[src/rtl/cpu_pkg.sv]
// cpu_pkg: shared register-file writeback types and constants
package cpu_pkg;
  typedef logic [4:0] regaddr_t;
  typedef logic [31:0] word_t;
  typedef struct packed {
    regaddr_t rd;
    word_t    data;
  } wb_req_t;
  localparam regaddr_t REG_ZERO = 5'd0;
endpackage

[src/rtl/wb_hold_buf.sv]
// wb_hold_buf: one-entry secondary writeback buffer with capture/drain
module wb_hold_buf
  import cpu_pkg::*;
(
  input  logic    clk,
  input  logic    reset,
  input  logic    cap,
  input  logic    drain,
  input  wb_req_t cap_req,
  output logic    hold_valid,
  output wb_req_t hold
);
  typedef enum logic {EMPTY, HELD} state_t;
  state_t state_q, state_d;
  // state register; reset discards any held entry
  always_ff @(posedge clk) state_q <= reset ? EMPTY : state_d;
  // a capture always lands in HELD, even when the old entry drains the same cycle
  always_comb state_d = cap ? HELD : (drain ? EMPTY : state_q);
  // entry payload, loaded on capture
  always_ff @(posedge clk)
    if (reset) hold <= '0;
    else if (cap) hold <= cap_req;
  assign hold_valid = state_q == HELD;
endmodule

[src/rtl/regfile_wb_arbiter.sv]
// regfile_wb_arbiter: shares the register-file write port between primary and buffered secondary writeback
module regfile_wb_arbiter
  import cpu_pkg::*;
#(
  parameter int STARVE_LIMIT = 4
) (
  input  logic     clk,
  input  logic     reset,
  input  logic     p_valid,
  input  regaddr_t p_rd,
  input  word_t    p_data,
  output logic     p_ready,
  input  logic     s_valid,
  input  regaddr_t s_rd,
  input  word_t    s_data,
  output logic     s_ready,
  output logic     reg_write,
  output regaddr_t A3,
  output word_t    WD3,
  output logic     hold_valid,
  output regaddr_t hold_rd
);
  localparam logic [3:0] LIMIT = 4'(STARVE_LIMIT);
  logic held_q, held, starve, collide, b_grant, p_port, cap;
  logic [3:0] starve_cnt;
  wb_req_t hold, s_req;
  assign s_req = '{rd: s_rd, data: s_data};
  wb_hold_buf u_buf (
    .clk,
    .reset,
    .cap,
    .drain(b_grant),
    .cap_req(s_req),
    .hold_valid(held_q),
    .hold
  );
  // grant priority: starvation, same-register ordering, x0 sink, primary, buffer
  always_comb begin
    held = held_q && !reset;
    starve = held && starve_cnt == LIMIT;
    collide = held && p_valid && p_rd == hold.rd;
    p_ready = !reset && p_valid && !starve && !collide;
    b_grant = held && (!p_ready || p_rd == REG_ZERO);
    p_port = p_ready && p_rd != REG_ZERO;
    A3 = p_port ? p_rd : (b_grant ? hold.rd : REG_ZERO);
    WD3 = p_port ? p_data : (b_grant ? hold.data : '0);
    reg_write = (p_port || b_grant) && A3 != REG_ZERO;
    s_ready = !reset && (!held || b_grant);
    cap = s_valid && s_ready;
    hold_valid = held;
    hold_rd = held ? hold.rd : REG_ZERO;
  end
  // cycles the held entry has been denied, saturating at the limit
  always_ff @(posedge clk)
    starve_cnt <= (reset || !held || b_grant) ? '0 :
                  (starve_cnt == LIMIT ? starve_cnt : starve_cnt + 4'd1);
endmodule

[config.mk]
export PLATFORM = sky130hd
export DESIGN_NAME = regfile_wb_arbiter
export DESIGN_NICKNAME = d
export VERILOG_FILES = /design/src/rtl/cpu_pkg.sv /design/src/rtl/wb_hold_buf.sv /design/src/rtl/regfile_wb_arbiter.sv
export SDC_FILE = /design/constraint.sdc
export NUM_CORES = 1
export LEC_CHECK = 0
export CAP_MARGIN = 15
export CORE_MARGIN = 2
export CORE_UTILIZATION = 43
export CTS_CLUSTER_SIZE = 10
export DETAILED_ROUTE_END_ITERATION = 8
export PLACE_DENSITY = 0.91
export SLEW_MARGIN = 20
export SYNTH_ARGS = -nofsm -noshare
export SYNTH_HDL_FRONTEND = slang
export SYNTH_HIERARCHICAL = 1
export SYNTH_SLANG_ARGS = --single-unit
export TNS_END_PERCENT = 10
[constraint.sdc]
create_clock -name clk -period 6.1 [get_ports clk]
set_input_delay 0.915 -clock clk [delete_from_list [all_inputs] [get_ports clk]]
set_output_delay 0.915 -clock clk [all_outputs]
set_load 0.02 [all_outputs]
# Word level (Yosys, flattened, before mapping)
# Cells that the tools add are included.
# totals
input_bits	78
regBits	42
output_inout_bits	46
elab_cells	40
# op_classes
add_sub_neg	1
n_eq_ne	2
reduce_logical	26
muxes	7
# ops
cell	count
$mux W32	2
$mux W5	3
$logic_and A1 B1 Y1	12
$reduce_bool A5 Y1	2
$eq A5 B5 Y1	1
$logic_not A1 Y1	5
$logic_not A5 Y1	1
$logic_or A1 B1 Y1	5
$add A4 B1 Y4 const B	1
$eq A4 B3 Y1 const B	1
$mux W1	2
$reduce_bool A2 Y1	1

# Longest topological paths before layout
# depth
ltp_word	13
depth_mapped	10
ltp_nobuf	8

# Cells and area by module
# The synthesis kept the hierarchy.
# modules_own_cells
mod	seq_area_each_um2	instances	area_each_um2	cells_each
wb_hold_buf	760.7	1	1361.3	123
regfile_wb_arbiter	80.1	1	1072.3	163

# Worst setup path before layout
# Ideal clock, no wire load.
# synth_timing
path_kind	input-to-output
startpoint	in p_rd[0]
endpoint	out WD3[18]
slack_ns	3.042
path_buffers	2
t_required_ns	5.185
path_stages	6
arrival_time_ns	2.143
cell_sequence	xnor2_1 nand4_1 o211ai_2 buf_6 buf_12 mux2i_1
# synth_via
elab_chain_len	9
elab_cells_between_ends	12
classes_between	1 x eq/ne; 2 x mux; 9 x reduce/logical
# synth_rtl
item	line_no	text
from (decl)	regfile_wb_arbiter.sv:10	input regaddr_t p_rd,
$eq A5 B5 Y1	regfile_wb_arbiter.sv:41	collide = held && p_valid && p_rd == hold.rd;
$logic_and A1 B1 Y1	regfile_wb_arbiter.sv:41	
$logic_not A1 Y1	regfile_wb_arbiter.sv:42	p_ready = !reset && p_valid && !starve && !collide;
$logic_and A1 B1 Y1	regfile_wb_arbiter.sv:42	
$logic_not A1 Y1	regfile_wb_arbiter.sv:43	b_grant = held && (!p_ready || p_rd == REG_ZERO);
$logic_or A1 B1 Y1	regfile_wb_arbiter.sv:43	
$logic_and A1 B1 Y1	regfile_wb_arbiter.sv:43	
$mux W32	regfile_wb_arbiter.sv:46	WD3 = p_port ? p_data : (b_grant ? hold.data : '0);
$mux W32 (*)	regfile_wb_arbiter.sv:46	
to (decl)	regfile_wb_arbiter.sv:19	output word_t WD3,
# Mark *: on every way between the ends. The rest lies on a longest branch, timed or not.

# Worst setup path after layout
# layout_timing
startpoint	in p_rd[3]
endpoint	out WD3[30]
# Same word-level chain as after synthesis.

==> flow_summary.json <==
{
  "die_h_um": 79.2,
  "cts_setup_buffers": 0,
  "io_pins": 124,
  "hold_viol": 0,
  "crit_path_end_kind": "primary output",
  "drt_iter0_drc": 67,
  "fp.dieW_um": 79.2,
  "worstSkewPairLatency_ps": 300,
  "power_leakage_nw": 1.67,
  "nets": 485,
  "start_util_pct": 44.5,
  "worstSetupStartpointType": "input pin",
  "place_ws_ps": 1230,
  "syn_nets": 366,
  "num_rows": 27,
  "wl_per_cell_um": 13.1,
  "diodes": 0,
  "maxCapViolCount": 0,
  "first_pass_iters": 5,
  "ant_nets": 0,
  "antenna_found_initial": 0,
  "timing.final.crit_share_pct": 80.4,
  "postCtsResizedCells": 0,
  "status": "completed",
  "netlist_area_um2": 2430,
  "cp_data_arrival_time_ps": 3990,
  "min_period_ps": 4900,
  "p_int_uw": 464,
  "ctsLongestPathBuffers": 2,
  "swShare_pct": 27.5,
  "dieArea_um2": 6280,
  "setup_viol": 0,
  "gp_congestion": 0.838,
  "coreArea_um2": 5470,
  "multi_input_area_um2": 1340,
  "grt_max_degree": 40,
  "remaining_drc_errors": 0,
  "fmax_mhz": 204,
  "post_dp_cell_area_um2": 3660,
  "grtUsageTotal_pct": 20.0,
  "yosysTopAreaCellShare_pct": 34.6,
  "htreeDepth": 2,
  "grt_pass1_vias": 2372,
  "final_area_um2": 3760,
  "powerDensity_nw_per_um2": 170,
  "synth.yosys.seq_area_share_pct": 34.6,
  "clk_pin_slew_ps": 80,
  "clockRootBuffer": "clkbuf_8",
  "tightest_slew_ps": 1080,
  "p_comb_share_pct": 26.2,
  "postSynthCellCount": 286,
  "skew_ps": 14.8,
  "fin_util_pct": 68.6,
  "final_common_cell": "clkdlybuf4s50_1",
  "ys_warn_count": 6,
  "grt.overflow.total": 0,
  "cts.sinks": 42,
  "fillCellCount": 480,
  "dr_total_vias": 2323,
  "drive_gt1_share_pct": 4.43,
  "crit_type": "in -> out",
  "hold_ws_ps": 497,
  "power_frac_seq_pct": 46.2,
  "dp_hpwl_mm": 4.76,
  "cts_tree": "yes",
  "final_cell_mix": "clkdlybuf4s50_1, mux2i_1, nor2_1, dfxtp_1, nand2_1",
  "register_area_um2": 841,
  "netSwitchingPower_uw": 176,
  "cts_buffers": 5,
  "finalWirelength_mm": 6.28,
  "hold_buffers": 0,
  "ys_top_cells_by_area": "dfxtp_1, mux2i_1, nor2_1",
  "tns_ps": 0,
  "viasPerCell": 4.86,
  "ys_ff_latch": 42,
  "grt_pass1_wl_mm": 10.2,
  "area_growth_pct": 54.3,
  "drv_slew": 0,
  "pwr-share-clk_pct": 27.7,
  "yosys.area.top_type": "dfxtp_1",
  "crit_fanout": 28,
  "io_buffers": 123,
  "worst_slack_ps": 1200,
  "avgSynthCellArea_um2": 8.51,
  "rsz0062_at_grt": "false",
  "required_ps": 5180,
  "slew_headroom_pct": 27.9,
  "synth.distinct_cells": 29,
  "vdd.ir_drop.worst_v": 0.000119,
  "min_path_type": "reg -> reg"
}
cells by family (layout without fill, tap and decap cells):
logic type / count (synthesis) / in the layout / synth area share [%]
AND/OR/NAND/NOR: 102 / 102 / 18.1
AO/OA/AOI/OAI: 12 / 12 / 4.22
flip-flops: 42 / 42 / 34.6
multiplexers: 70 / 70 / 28.8
XOR/XNOR: 6 / 6 / 2.16
buffers and inverters: 52 / 172 / 11.2
adder cells (fa/ha/maj): 2 / 2 / 1.03
state kept, by name, indices dropped and copies added, names as in the netlist:
| signal | flops |
|---|---|
| starve_cnt | 4 |
| u_buf/hold_valid | 1 |
| u_buf/hold | 37 |
area by class of cell:
class	instances	area share, %
Tap cell	72	2.40
Clock buffer	5	1.83
Multi-Input combinational cell	192	35.5
Inverter	37	3.70
Timing Repair Buffer	127	33.6
Sequential cell	42	22.4
Clock inverter	3	0.566
worst max-delay path, cell delays in order:
cell and delay (ps):
clkdlybuf4s50_1 470, xnor2_1 230, nand4_1 220, o211ai_4 900
buf_4 390, mux2i_1 220, clkdlybuf4s50_1 630
power by group through the flow:
stage | Sequential, mW | Clock [mW] | Combinational [mW]
2_1_floorplan | 0.299 | 0 | 0.0860
3_3_place_gp | 0.301 | 0 | 0.164
3_5_place_dp | 0.302 | 0 | 0.168
4_1_cts | 0.295 | 0.180 | 0.169
5_1_grt | 0.297 | 0.191 | 0.180
6_report | 0.295 | 0.177 | 0.167
per-stage QoR:
step / total power [mW] / std cells
4_1_cts: 0.645 / 478
3_3_place_gp: 0.465 / 470
2_1_floorplan: 0.385 / 286
6_report: 0.640 / 478
5_1_grt: 0.668 / 478
3_5_place_dp: 0.470 / 470
layer usage:
| layer | share of wire [%] | GRT usage (%) |
|---|---|---|
| met3 | 7.7 | 5.91 |
| met4 | 0.97 | 5.00 |
| met5 | 0 | 0 |
| met2 | 51 | 37.0 |
| met1 | 40 | 22.4 |
cell usage after synthesis, drive strengths merged:
cell type and count:
nand3b 1, o21ai 2, o2111ai 1, and3 6
nor3 2, nor2 44, inv 37, mux2i 70
or4 1, o211a 1, o211ai 1, ha 2
nand2b 2, dfxtp 42, xnor2 6, nand3 2
nand2 40, and2 2, a21oi 2, nor2b 1
o2bb2ai 5, buf 11, clkbuf 4, nand4 1
worst paths after layout:
kind | startpoint | end | slack, ps | depth (start not counted)
worst max-delay path | p_rd[3] | WD3[30] | 1200 | 7
worst min-delay path | u_buf/hold[18]$_SDFFE_PP0P_ | u_buf/hold[18]$_SDFFE_PP0P_ | 500 | 2
worst max register to register | starve_cnt[0]$_SDFFE_PP0P_ | u_buf/hold[10]$_SDFFE_PP0P_ | 3630 | 8
worst min register to register | u_buf/hold[18]$_SDFFE_PP0P_ | u_buf/hold[18]$_SDFFE_PP0P_ | 500 | 2
No activity file was read; power rests on OpenSTA's default activity.
